===== src/rtl/mimot_bus_reader.sv =====
// mimot_bus_reader: bus initiator that reads the two 8-bit encoder counters
// of the mimot CPLD over the multiplexed ALE/RD/AD bus. Each raw counter is
// unwrapped into a signed position accumulator. One start request performs
// one pass: address 0 then address 1, followed by a one-cycle done pulse.
module mimot_bus_reader #(
  parameter int SIZE  = 8,
  parameter int PSIZE = 16,
  parameter int T_ALE = 2,
  parameter int T_RD  = 3
) (
  input  logic             clk,
  input  logic             rst,
  input  logic             start,
  output logic             busy,
  output logic             done,
  output logic             ale,
  output logic             rd,
  output logic [SIZE-1:0]  ad_out,
  output logic             ad_oe,
  input  logic [SIZE-1:0]  ad_in,
  output logic [SIZE-1:0]  count0,
  output logic [SIZE-1:0]  count1,
  output logic [PSIZE-1:0] pos0,
  output logic [PSIZE-1:0] pos1
);

  // Phase counter must hold T_ALE-1 and T_RD-1.
  localparam int TMAX = (T_ALE > T_RD) ? T_ALE : T_RD;
  localparam int CW   = (TMAX > 1) ? $clog2(TMAX) : 1;

  typedef enum logic [2:0] {
    IDLE,
    ADDR,
    HOLD,
    TURN,
    READ,
    RECOVER,
    DONE
  } state_t;

  state_t          state;
  logic [CW-1:0]   phase;
  logic            chan;
  logic            primed;

  // Signed step since the previous read: the SIZE-bit difference is taken
  // mod 2^SIZE and treated as two's complement, so counter wrap unwraps.
  logic [SIZE-1:0]  diff0;
  logic [SIZE-1:0]  diff1;
  logic [PSIZE-1:0] next_pos0;
  logic [PSIZE-1:0] next_pos1;

  assign diff0     = ad_in - count0;
  assign diff1     = ad_in - count1;
  assign next_pos0 = pos0 + {{(PSIZE-SIZE){diff0[SIZE-1]}}, diff0};
  assign next_pos1 = pos1 + {{(PSIZE-SIZE){diff1[SIZE-1]}}, diff1};

  // Bus sequencer: every bus pin is a registered output of this FSM, so the
  // strobes are glitch-free and ad_oe/rd never overlap.
  // NOTE: sequential state uses non-blocking assignments only, so every
  // branch below sees the pre-edge values of state, phase and the outputs.
  always_ff @(posedge clk or negedge rst) begin
    // NOTE: the async reset returns the bus to its safe idle levels
    // immediately, without waiting for a clock edge.
    if (!rst) begin
      state  <= IDLE;
      phase  <= '0;
      chan   <= 1'b0;
      primed <= 1'b0;
      busy   <= 1'b0;
      done   <= 1'b0;
      ale    <= 1'b0;
      rd     <= 1'b1;
      ad_oe  <= 1'b0;
      ad_out <= '0;
      count0 <= '0;
      count1 <= '0;
      pos0   <= '0;
      pos1   <= '0;
    end else begin
      case (state)
        IDLE: begin
          if (start) begin
            state  <= ADDR;
            chan   <= 1'b0;
            busy   <= 1'b1;
            ale    <= 1'b1;
            ad_oe  <= 1'b1;
            ad_out <= '0;
            phase  <= CW'(T_ALE - 1);
          end
        end

        ADDR: begin
          if (phase == '0) begin
            state <= HOLD;
            ale   <= 1'b0;
          end else begin
            phase <= phase - 1'b1;
          end
        end

        // Address stays driven one cycle past the ALE falling edge.
        HOLD: begin
          state <= TURN;
          ad_oe <= 1'b0;
        end

        // Bus turnaround: AD released, read strobe not yet asserted.
        TURN: begin
          state <= READ;
          rd    <= 1'b0;
          phase <= CW'(T_RD - 1);
        end

        READ: begin
          if (phase == '0) begin
            state <= RECOVER;
            rd    <= 1'b1;
            if (!chan) begin
              count0 <= ad_in;
              if (primed) pos0 <= next_pos0;
            end else begin
              count1 <= ad_in;
              if (primed) pos1 <= next_pos1;
            end
          end else begin
            phase <= phase - 1'b1;
          end
        end

        RECOVER: begin
          if (!chan) begin
            state  <= ADDR;
            chan   <= 1'b1;
            ale    <= 1'b1;
            ad_oe  <= 1'b1;
            ad_out <= SIZE'(1);
            phase  <= CW'(T_ALE - 1);
          end else begin
            state <= DONE;
            done  <= 1'b1;
          end
        end

        DONE: begin
          state  <= IDLE;
          done   <= 1'b0;
          busy   <= 1'b0;
          primed <= 1'b1;
        end

        default: state <= IDLE;
      endcase
    end
  end

endmodule


===== config.mk =====
export PLATFORM = sky130hd
export DESIGN_NAME = mimot_bus_reader
export DESIGN_NICKNAME = d
export VERILOG_FILES = /design/src/rtl/mimot_bus_reader.sv
export SDC_FILE = /design/constraint.sdc
export NUM_CORES = 1
export LEC_CHECK = 0
export BUFFER_PORTS_ARGS = -buffer_cell sky130_fd_sc_hd__buf_2
export CAP_MARGIN = 20
export CORE_UTILIZATION = 25
export CTS_BUF_LIST = sky130_fd_sc_hd__clkbuf_16
export CTS_CLUSTER_SIZE = 10
export DETAILED_ROUTE_END_ITERATION = 10
export SLEW_MARGIN = 25
export SYNTH_ARGS = -nofsm -noshare
export SYNTH_HDL_FRONTEND = slang
export SYNTH_SLANG_ARGS = --single-unit
export TNS_END_PERCENT = 1

===== constraint.sdc =====
create_clock -name clk -period 9.21 [get_ports clk]
set_clock_uncertainty 0.1 [all_clocks]
set_input_delay 0.4605 -clock clk [delete_from_list [all_inputs] [get_ports clk]]
set_output_delay 0.4605 -clock clk [all_outputs]
set_load 0.1 [all_outputs]

== Word-level counts from Yosys, hierarchy flattened ==
Cells that the tools add are included.
Word-level totals
  bits in latches: 0
  output and inout bits: 61
  flip-flop bits (word level): 68
  word-level logic and storage cells: 79
  bits in writable memories: 0
  memories: 0
  memory bits (read-only): 0
Cells by class
  $add $sub $neg: 5
  $lt $le $gt $ge: 0
  equality and inequality tests: 12
  bitwise operators: 1
  mux-type cells: 24
  reduce and logical (&&, ||, !) cells: 23
  multiply operators: 0
  shifts and indexed selects: 0
  div/mod/pow operators: 0
Operators with widths (count)
  $add 16x16->16: 2
  $pmux 3 s6: 1
  $mux 8: 2
  $pmux 8 s2: 1
  $reduce_and 4->1: 4
  $sub 8x8->8: 2
  $reduce_and 3->1: 5
  $mux 3: 4
  $ne 2x2->1 const B: 6
  $eq 3x3->1 const B: 3
  $pmux 1 s2: 4
  $pmux 2 s4: 1
  $reduce_and 2->1: 4
  $reduce_bool 2->1: 4
  $eq 3x2->1 const B: 2
  $mux 1: 6
  $mux 2: 3
  $pmux 1 s3: 2
  $reduce_bool 3->1: 2
  $reduce_bool 4->1: 1
  $eq 3x1->1 const B: 1
  $logic_not 3->1: 1
  $logic_not 2->1: 1
  $reduce_or 2->1: 1
  other kinds (2): 2

== Longest topological paths before layout ==
Gate-level depths: netlist (run 1).
  word-level depth: 4
  mapped depth: 18
  gate-level depth less buffers: 18

== Worst setup path before layout (run 1) ==
Ideal clock, no wire load.
  path kind: flip-flop to flip-flop
  start: register count1[1]
  end: register pos1[15]
  stages on the path, launching flop included: 16
  arrival time: 3.885 ns
  setup time: 0.161 ns
  slack: 5.064 ns
  path through: dfrtp_1 > inv_1 > ha_1 > nor2b_1 > o2111ai_1 > nand3_1 > o41ai_2 > xnor2_1 > ha_1 > nand2_1 > a2111oi_0 > nor2_1 > o21bai_1 > a311o_1 > mux2i_1 > xor2_1
Between the ends
  word-level cells in the longest chain between the ends: 2
RTL lines
  start: declaration: RTL line 22  | output logic [SIZE-1:0] count1,
  start signal: assignment: RTL line 124  | count1 <= ad_in;
  $sub 8x8->8: RTL line 54  | assign diff1 = ad_in - count1;
  $add 16x16->16: RTL line 56  | assign next_pos1 = pos1 + {{(PSIZE-SIZE){diff1[SIZE-1]}}, diff1};
  end signal: assignment: RTL line 125  | if (primed) pos1 <= next_pos1;
  end: declaration: RTL line 24  | output logic [PSIZE-1:0] pos1
Every way passes these cells.
A chain may end at the register's enable or synchronous reset.

== Final worst setup path (run 1) ==
Same ends and word-level chain as after synthesis.

==> summary.md, run 1 <==
| Metric | Value |
|---|---|
| Sequential fraction of the synthesis area | `34.0%` |
| Port bufs | `64` |
| Dominant synthesized flop cell | `dfrtp_1` |
| Netlist cell types | `56` |
| Clk buf depth | `2` |
| CTS tree | `done` |
| Yosys top cell area share | `33.5%` |
| Relative slew slack | `37.9%` |
| RSZ-0062 raised after global routing | `false` |
| CTS H-Tree Depth | `3` |
| HPWL Detailed | `7900 µm` |
| Area contributors post-synth | `dfrtp_1 (33%), ha_1 (14%), nand2_1 (4.9%), xnor2_1 (4.3%), a21oi_1 (4.1%)` |
| Post-DR vias/cell | `4.57` |
| # DRC | `0` |
| Ant diodes | `0` |
| Initial DRC count | `114` |
| Critical path class | `reg2reg` |
| Mapped cell area | `4490 µm²` |
| Async S/R FF share, synth | `100%` |
| Max-Cap Viols | `0` |
| Largest area contributor in the netlist | `dfrtp_1` |
| Chip height | `136 µm` |
| Crit Path Max Fanout | `9` |
| First-pass GRT wire length | `17,000 µm` |
| Adder-Cell Fraction of Synth Area | `15.4%` |
| WHS | `0.211 ns` |
| Xor/xnor share of the synthesized area | `7.81%` |
| Total setup buffers inserted after CTS | `0` |
| Drt pass-1 iters | `4` |
| Worst Setup SP | `count1[1]` |
| Die Footprint | `18,500 µm²` |
| Core Rows | `48` |
| Min cycle time layout | `3.90 ns` |
| # hold bufs at CTS | `0` |
| Crit path to | `pos1[15]` |
| Fin area | `5300 µm²` |
| Number of flops mapped to enable cells by yosys | `0` |
| Starting Density | `25.8%` |
| Clock root buffer | `clkbuf_16` |
| Synth Area in Compound Gates | `19.4%` |
| R2R cell count | `15` |
| CP arrival | `4.02 ns` |
| Mux cell area share after synthesis | `3.96%` |
| Vias | `3,602` |
| WP data required | `9.32 ns` |
| Clk_lat worst skew | `0.34 ns` |
| Non-filler instance count after layout | `789` |
| # IOs | `72` |
| #FFs+latches synth | `61` |
| Most frequent cells in the layout | `buf_2 (64), dfrtp_1 (60), nand2_1 (58), ha_1 (49), a21oi_1 (37)` |
| Post-Synth Simple-Gate Area | `14.5%` |
| Clk sinks | `61` |
| Syn_area_per_cell | `8.99 µm²` |
| Dpl cells | `775` |
| Setup TNS | `0 ns` |
| Post_cts resized | `0` |
| Wire per inst | `13.3 µm` |
| Die width | `136 µm` |
| RR Startpoint | `count1[1]` |
| Largest family of logic cells by synthesized area | `compound AO/OA/AOI/OAI gates` |
| Synth warn | `0` |
| Final setup viols | `0` |
| Core ar. | `17,400 µm²` |
| ANT nets after route | `0` |
| Largest net degree at the start of global routing | `62` |
| Startpoint Class | `register` |
| Share of cells above drive strength 1 | `17.2%` |
| Final Hold Viols | `0` |
| Hold WC Path Type | `in2async` |
| Period utilization | `42.4%` |
| Overall Global Routing Usage | `11.8%` |
| Initial antenna violation count | `1` |
| R2R Path End | `pos1[15]` |
| Final Net Count | `625` |
| Upper clock frequency limit | `256 MHz` |
| Total grt overflow | `0` |
| Result of the run | `completed` |
| Max-slew violations | `0` |
| Synth Instances | `499` |
| GPL Wtd Cong | `0.802` |
| DP Area | `5020 µm²` |
| Vias in the first global route | `3,306` |
| Area growth from synthesis to final layout | `18.0%` |
| Commonest non-fill, non-tap cell in the layout | `buf_2` |
| Clock slew at reported path FFs | `0.05 ns` |
| R2R setup slack | `5.31 ns` |
| Total Wirelength | `10,500 µm` |
| TritonCTS Buffers | `9` |
| Endpoint type of the worst setup path | `register` |
| Slew @ Worst Pin | `0.924 ns` |
==> cells in the mapped netlist (2+ instances only) <==
master     number
nand3b_1        2
o31ai_1         3
mux2_1          4
nand2_1        59
nor2_1         18
fa_1            4
nand2b_1        9
or4_1           2
dfrtp_1        60
mux2_2         10
buf_4           7
o22ai_1         3
inv_1          28
xnor2_1        22
nor3b_1         4
mux2i_1         2
a21o_1          8
xor2_1         18
or2_1           4
nand4_1         5
nand3_1        10
o21bai_1        6
a311o_1         2
o2111ai_1       2
o31ai_2         2
ha_1           49
and3_1          2
a21boi_0        2
o21ai_0        33
clkbuf_1       14
nor2b_1         7
a31oi_1         4
a211oi_1        4
o21ai_1        26
a21oi_1        37
nor3_1          7
==> cells by family (layout without fill, tap and decap cells) <==
family | after synthesis | in the layout
other | 1 | 7
XOR/XNOR | 40 | 40
multiplexers | 16 | 16
flip-flops | 61 | 61
AND/OR/NAND/NOR | 135 | 135
adder cells (fa/ha/maj) | 53 | 53
buffers and inverters | 50 | 109
AO/OA/AOI/OAI | 143 | 143
==> stage by stage <==
stage                     util, %  setup slack [ns]
after floorplan                 -              5.06
after global routing         30.4              4.89
after CTS                    30.4              5.29
after detailed placement     28.8              5.13
after global placement       28.8              5.15
final                        30.4              5.31
==> sequential cells by signal, indices dropped and copies added, names as in the netlist <==
register and count:
pos1 16, ad_oe 1, primed 1, count1 8, busy 1, state 3, ale 1, count0 8
phase 2, ad_out 1, pos0 16, rd 1, chan 1, done 1
==> critical path: stages (launching register included) <==
cell,delay [ns]
dfrtp_1,0.39
inv_1,0.10
ha_1,0.22
nor2b_1,0.14
o2111ai_1,0.17
nand3_1,0.14
o41ai_2,0.32
xnor2_1,0.36
ha_1,0.49
nand2_1,0.11
a2111oi_0,0.36
nor2_1,0.15
o21bai_1,0.27
a311o_1,0.21
mux2i_1,0.08
xor2_1,0.18
==> metal layers <==
| metal | vias up | GRT usage [%] | wire length (µm) |
|---|---|---|---|
| li1 | 1876 | - | - |
| met1 | 1652 | 16.1 | 5250 |
| met2 | 55 | 17.6 | 4590 |
| met3 | 17 | 3.28 | 459 |
| met4 | 2 | 4.63 | 192 |
| met5 | - | 0 | 8 |
==> worst min-delay path by stage <==
stage	to	slack [ns]
3_5_place_dp	pos1[15]	0.36
3_3_place_gp	pos1[15]	0.37
5_1_grt	count0[0]	0.27
2_1_floorplan	ad_oe	0.06
6_report	pos0[9]	0.21
4_1_cts	pos0[9]	0.25
==> area by class of cell <==
cell class                 instances  area [µm²]
clock inverter                     5        46.3
fill                            1872       12100
multi-input combinational        394        2770
tap                              225         282
clock buffer                       9         225
timing repair buffer              66         335
inverter                          29         109
sequential                        61        1530
Power of run 1 is left out: the tool's default activity adds up to more than one toggle a clock period on the data nets, which glitch-free logic cannot reach.
==> inputs of run 2 (changes only) <==
==> constraint.sdc (replaced) <==
create_clock -name clk -period 3.9 [get_ports clk]
set_clock_uncertainty 0.1 [all_clocks]
set_input_delay 0.195 -clock clk [delete_from_list [all_inputs] [get_ports clk]]
set_output_delay 0.195 -clock clk [all_outputs]
set_load 0.1 [all_outputs]
==> run 2 against run 1 <==
Sequential share of layout area is 0.13 points lower. Critical path type unchanged. Wire length is 1.8% higher. Die area stayed put. Worst setup slack worse by 5.0 ns. Design area is 0.94% higher. Largest cell class unchanged. First-iteration DRC count is 67% higher. Hold slack worse by 0.20 ns. Final cell count is 0.89% higher.
==> summary.md, run 2 (synthesis results as in run 1) <==
| Metric | Value |
|---|---|
| Result of the run | `completed` |
| Vias | `3,673` |
| Endpoint type of the worst setup path | `register` |
| Largest regs | `pos0 x16, pos1 x16` |
| Core Rows | `48` |
| Initial DRC count | `190` |
| Total grt overflow | `0` |
| Clock root buffer | `clkbuf_16` |
| RSZ-0062 raised after global routing | `false` |
| Chip height | `136 µm` |
| # IOs | `72` |
| Met2 wire len | `4810 µm` |
| Min cycle time layout | `3.57 ns` |
| Relative slew slack | `59.2%` |
| Top layer in use | `met5` |
| Clk sinks | `61` |
| Total setup buffers inserted after CTS | `0` |
| Crit path cell chain | `ha_1 -> inv_1 -> fa_1 -> a21o_1 -> a21oi_1 -> o21bai_1 -> a21oi_1 -> xnor2_1 -> ha_1 -> a211oi_1 -> nor2_1 -> or2_1 -> or2_1 -> a21oi_1 -> or4_1 -> nand3_1` |
| Final Hold Viols | `0` |
| TritonCTS Buffers | `9` |
| # DRC | `0` |
| Area growth from synthesis to final layout | `19.1%` |
| Critical path class | `reg2reg` |
| Crit Path Max Fanout | `4` |
| Total Wirelength | `10,700 µm` |
| Most frequent cells in the layout | `buf_2 (64), nand2_1 (59), dfrtp_1 (54), ha_1 (49), a21oi_1 (37)` |
| ANT nets after route | `0` |
| Metal-1 WL | `5190 µm` |
| CTS tree | `done` |
| Largest delay share family, worst path | `compound AO/OA/AOI/OAI gates` |
| Routed wl met3 | `514 µm` |
| Vias in the first global route | `3,507` |
| Final Net Count | `630` |
| Cell repeated most along the worst path | `a21oi_1` |
| CP arrival | `3.68 ns` |
| Crit path largest cell delay | `0.41 ns` |
| Overall Global Routing Usage | `12.5%` |
| Ant diodes | `0` |
| Port bufs | `64` |
| Drt pass-1 iters | `4` |
| Bufs and invs on worst path | `1` |
| First-pass GRT wire length | `17,900 µm` |
| WP data required | `4.01 ns` |
| CTS H-Tree Depth | `3` |
| Max-slew violations | `0` |
| Die Footprint | `18,500 µm²` |
| Largest net degree at the start of global routing | `37` |
| Slew @ Worst Pin | `0.611 ns` |
| Wire per inst | `13.4 µm` |
| Final setup viols | `0` |
| Share of cells above drive strength 1 | `18.9%` |
| Commonest non-fill, non-tap cell in the layout | `buf_2` |
| Hold WC Path Type | `in2reg` |
| Post-DR vias/cell | `4.61` |
| Initial antenna violation count | `2` |
| HPWL Detailed | `8230 µm` |
| Die width | `136 µm` |
| Core ar. | `17,400 µm²` |
| Starting Density | `25.8%` |
| Clk buf depth | `2` |
| GPL Wtd Cong | `0.806` |
| Clk_lat worst skew | `0.34 ns` |
| Upper clock frequency limit | `280 MHz` |
| Clock slew at reported path FFs | `0.06 ns` |
| CP max stage cell | `fa_1` |
| Max-Cap Viols | `0` |
| Period utilization | `91.6%` |
| Fin util | `30.7%` |
| Startpoint Class | `register` |
[run 2: cell count changes in the layout (fill, tap and decap cells not counted), moves of 2 or more]
| cell | previous run | this run |
|---|---|---|
| dfrtp_1 | 60 | 54 |
| dfrtp_2 | 0 | 6 |
| buf_4 | 2 | 6 |
| inv_1 | 30 | 32 |
[run 2: stage by stage]
stage / setup TNS, ns / setup WS, ns / cells / instance area [µm²] / hold WS (ns)
2_1_floorplan: -0.0998 / -0.0709 / 505 / 4520 / -0.201
3_3_place_gp: 0 / 0.228 / 779 / 5060 / 0.141
3_5_place_dp: 0 / 0.189 / 779 / 5060 / 0.144
4_1_cts: 0 / 0.165 / 796 / 5320 / 0.00536
5_1_grt: 0 / 0.00273 / 796 / 5350 / 0.0257
6_report: 0 / 0.329 / 796 / 5350 / 0.0156
[run 2: final cells by class]
class                           count  area [µm²]
Clock buffer                        9         225
Clock inverter                      7        28.8
Fill cell                        1888       12100
Inverter                           29         109
Multi-Input combinational cell    394        2790
Sequential cell                    61        1540
Tap cell                          225         282
Timing Repair Buffer               71         375
[run 2: worst paths after layout]
check                                 end  slack, ns  depth (start not counted)      start
worst max-delay path             pos0[11]       0.33                         16  count0[0]
worst min-delay path            count0[2]       0.02                          3   ad_in[2]
worst max register to register   pos0[11]       0.33                         16  count0[0]
worst min register to register   pos1[15]       0.37                          1   pos1[15]
max in group asynchronous       count1[1]       2.44                          3        rst
min in group asynchronous         pos0[9]       0.30                          2        rst
[run 2: worst register-to-register path: cells and delay by family (launching register included)]
| kind | cells | cell delay, ns |
|---|---|---|
| simple gates | 5 | 0.81 |
| buf+inv | 1 | 0.05 |
| compound gates | 6 | 1.13 |
| xor+xnor | 1 | 0.16 |
| fa+ha+maj | 3 | 0.83 |
| flops | 1 | 0.37 |
[run 2: timing repair]
item / 4_1_cts / 5_1_grt
gates resized for setup: 0 / 3
hold buffers: 1 / 0
endpoints found under the setup margin: 0 / 3
endpoints found under the hold margin: 25 / 0
[run 2: layer usage]
metal	GRT usage (%)	up-vias
met5	0	-
li1	-	1889
met2	18.7	66
met3	3.43	14
met4	4.57	4
met1	16.9	1700
Power of run 2 is left out for the same reason.
==> inputs of run 3 (changes only) <==
--- a/config.mk
+++ b/config.mk
@@ -5,6 +5,7 @@
 export SDC_FILE = /design/constraint.sdc
 export NUM_CORES = 1
 export LEC_CHECK = 0
+export ABC_AREA = 1
 export BUFFER_PORTS_ARGS = -buffer_cell sky130_fd_sc_hd__buf_2
 export CAP_MARGIN = 20
 export CORE_UTILIZATION = 25
==> run 3 against run 2 <==
Flip-flop and latch count unchanged. Via count rose by 14%. Hold slack better by 0.0029 ns. Worst setup slack improved by 0.50 ns. Critical path type unchanged. Sequential share of layout area is 1.3 points lower. First-iteration DRC count grew 2.6%. Register-to-register slack better by 0.50 ns. Clock-buffer cell count unchanged. Design area up 4.2%. Wire length rose by 10%. Die area increased by 6.1%. Fmax is 16% higher.
==> summary.md, run 3 <==
| Metric | Value |
|---|---|
| Result of the run | `completed` |
| Ant diodes | `0` |
| R2R setup slack | `0.83 ns` |
| Final Hold Viols | `0` |
| Worst Hold End | `count0[4]` |
| GR Util met1 | `16.9%` |
| Clock root buffer | `clkbuf_16` |
| Sequential fraction of the synthesis area | `32.0%` |
| Initial DRC count | `195` |
| Async S/R FF share, synth | `100%` |
| Drt pass-1 iters | `7` |
| Hold WC Path Type | `in2reg` |
| CP arrival | `3.20 ns` |
| Mapped cell area | `4770 µm²` |
| Synth Instances | `656` |
| Wire per inst | `12.2 µm` |
| Max-slew violations | `0` |
| #FFs+latches synth | `61` |
| Commonest non-fill, non-tap cell in the layout | `nand2_1` |
| Total Wirelength | `11,800 µm` |
| Min cycle time layout | `3.07 ns` |
| Clk buf depth | `2` |
| Vias in the first global route | `3,991` |
| Area growth from synthesis to final layout | `16.9%` |
| Syn_area_per_cell | `7.27 µm²` |
| Area of the multi-input gates | `2800 µm²` |
| Share of cells above drive strength 1 | `13.9%` |
| CP max stage cell | `dfrtp_1` |
| Vias | `4,171` |
| Chip height | `140 µm` |
| Startpoint Class | `register` |
| Upper clock frequency limit | `326 MHz` |
| Endpoint type of the worst setup path | `register` |
| Critical path class | `reg2reg` |
| CTS tree | `done` |
| Clk_lat worst skew | `0.34 ns` |
| TritonCTS Buffers | `9` |
| Post-synth top cells | `nand2_1 (206), inv_1 (87), dfrtp_1 (60)` |
| Clk sinks | `61` |
| Final setup viols | `0` |
| Period utilization | `78.7%` |
| Max-Cap Viols | `0` |
| Yosys top cell area share | `31.5%` |
| R2R Path End | `pos1[15]` |
| Initial antenna violation count | `0` |
| Final Net Count | `788` |
| Total setup buffers inserted after CTS | `0` |
| R2R cell count | `20` |
| Relative slew slack | `51.9%` |
| Die Footprint | `19,600 µm²` |
| Largest delay share family, worst path | `simple AND/OR/NAND/NOR gates` |
| Port bufs | `64` |
| CTS H-Tree Depth | `3` |
| Top-count cell post-synth | `nand2_1` |
| Area contributors post-synth | `dfrtp_1 (31%), nand2_1 (16%), ha_1 (13%), inv_1 (6.9%), a21oi_1 (4.4%)` |
| RSZ-0062 raised after global routing | `false` |
| Largest regs | `pos0 x16, pos1 x16` |
| Synth warn | `0` |
| Netlist cell types | `36` |
| Hold Startpoint | `ad_in[4]` |
| Most frequent cells in the layout | `nand2_1 (206), inv_1 (88), buf_2 (64), dfrtp_1 (60), ha_1 (49)` |
| ANT nets after route | `0` |
| Cell repeated most along the worst path | `nand2_1` |
| Die width | `140 µm` |
| Core Rows | `50` |
| Register area | `1530 µm²` |
| Largest net degree at the start of global routing | `35` |
| Starting Density | `25.5%` |
| Crit path cell chain | `ha_1 -> inv_1 -> fa_1 -> nand3_1 -> nand2_1 -> nand2_1 -> nand2_1 -> a21oi_1 -> xnor2_1 -> ha_1 -> nand2_1 -> inv_1 -> a21oi_1 -> nand2_1 -> nand2_1 -> nand2_1 -> nand2_1 -> nand3_1 -> nand2_1 -> nand2_1` |
| GRT met3 Usage | `2.87%` |
| Crit Path Max Fanout | `4` |
| Hold Crit Depth | `3` |
| Slew @ Worst Pin | `0.721 ns` |
| Met2 Track Usage GR | `20.5%` |
| Core ar. | `18,700 µm²` |
| Overall Global Routing Usage | `12.9%` |
| Total grt overflow | `0` |
| Largest area contributor in the netlist | `dfrtp_1` |
| First-pass GRT wire length | `20,000 µm` |
| Busiest grt layer | `met2` |
| Crit path largest cell delay | `0.41 ns` |
| Worst Setup SP | `count1[0]` |
| Bufs and invs on worst path | `2` |
| Number of flops mapped to enable cells by yosys | `0` |
| Post-DR vias/cell | `4.33` |
| HPWL Detailed | `9310 µm` |
| WP data required | `4.03 ns` |
| RR Startpoint | `count1[0]` |
| # DRC | `0` |
| Fillers | `2,048` |
| # IOs | `72` |
| Clock slew at reported path FFs | `0.06 ns` |
| Dominant synthesized flop cell | `dfrtp_1` |
| Setup TNS | `0 ns` |
| GPL Wtd Cong | `0.864` |
## run 3: cell count changes after synthesis, sizes merged, moves of 7 or more
cell / delta
buf: +7
mux2: -14
xor2: -12
nand2: +148
nand2b: -9
clkbuf: -13
nand3: +32
inv: +63
nor2b: -7
nor2: +30
o21ai: -23
## run 3: logic make-up after synthesis
logic type | synth area share (%)
AO/OA/AOI/OAI | 11.2
XOR/XNOR | 5.14
adder cells (fa/ha/maj) | 14.5
buffers and inverters | 9.74
flip-flops | 32.0
other | 0.0787
AND/OR/NAND/NOR | 27.2
## run 3: layer usage
layer,part of all wire [%],wire [µm]
met1,49,5760
met2,45,5240
met3,4.7,549
met4,1.9,218
met5,0,0
## run 3: layout make-up
type / instances / share of cell area (%)
Clock inverter: 7 / 0.786
Tap cell: 234 / 5.26
Clock buffer: 9 / 4.04
Timing Repair Buffer: 66 / 6.06
Multi-Input combinational cell: 494 / 50.2
Sequential cell: 61 / 27.4
Inverter: 92 / 6.20
## run 3: stage by stage
stage	utilization [%]	cells	hold WS (ns)	instance area [µm²]	setup WS, ns
after floorplan	-	662	-0.201	4790	0.450
after global placement	28.3	946	0.201	5290	0.779
after detailed placement	28.3	946	0.202	5290	0.727
after CTS	29.8	963	0.00621	5570	0.811
after global routing	29.8	963	0.0485	5570	0.479
final	29.8	963	0.0185	5570	0.831
## run 3: worst max path at each step
| stage | end | slack [ns] | cells after the start |
|---|---|---|---|
| after floorplan | pos1[15] | 0.45 | 20 |
| after global placement | pos0[11] | 0.78 | 20 |
| after detailed placement | pos1[15] | 0.73 | 22 |
| after CTS | pos1[15] | 0.81 | 20 |
| after global routing | pos0[9] | 0.48 | 16 |
| final | pos1[15] | 0.83 | 20 |
## run 3: repair_timing
action | CTS | global route
endpoints found under the hold margin | 27 | 0
gates resized for setup | 0 | 0
hold buffers | 1 | 0
## run 3: tightest hold or removal path, cell delays in order
cell     delay, ns
buf_2         0.12
nand2_1       0.05
o21ai_0       0.06
Power of run 3 is left out for the same reason.
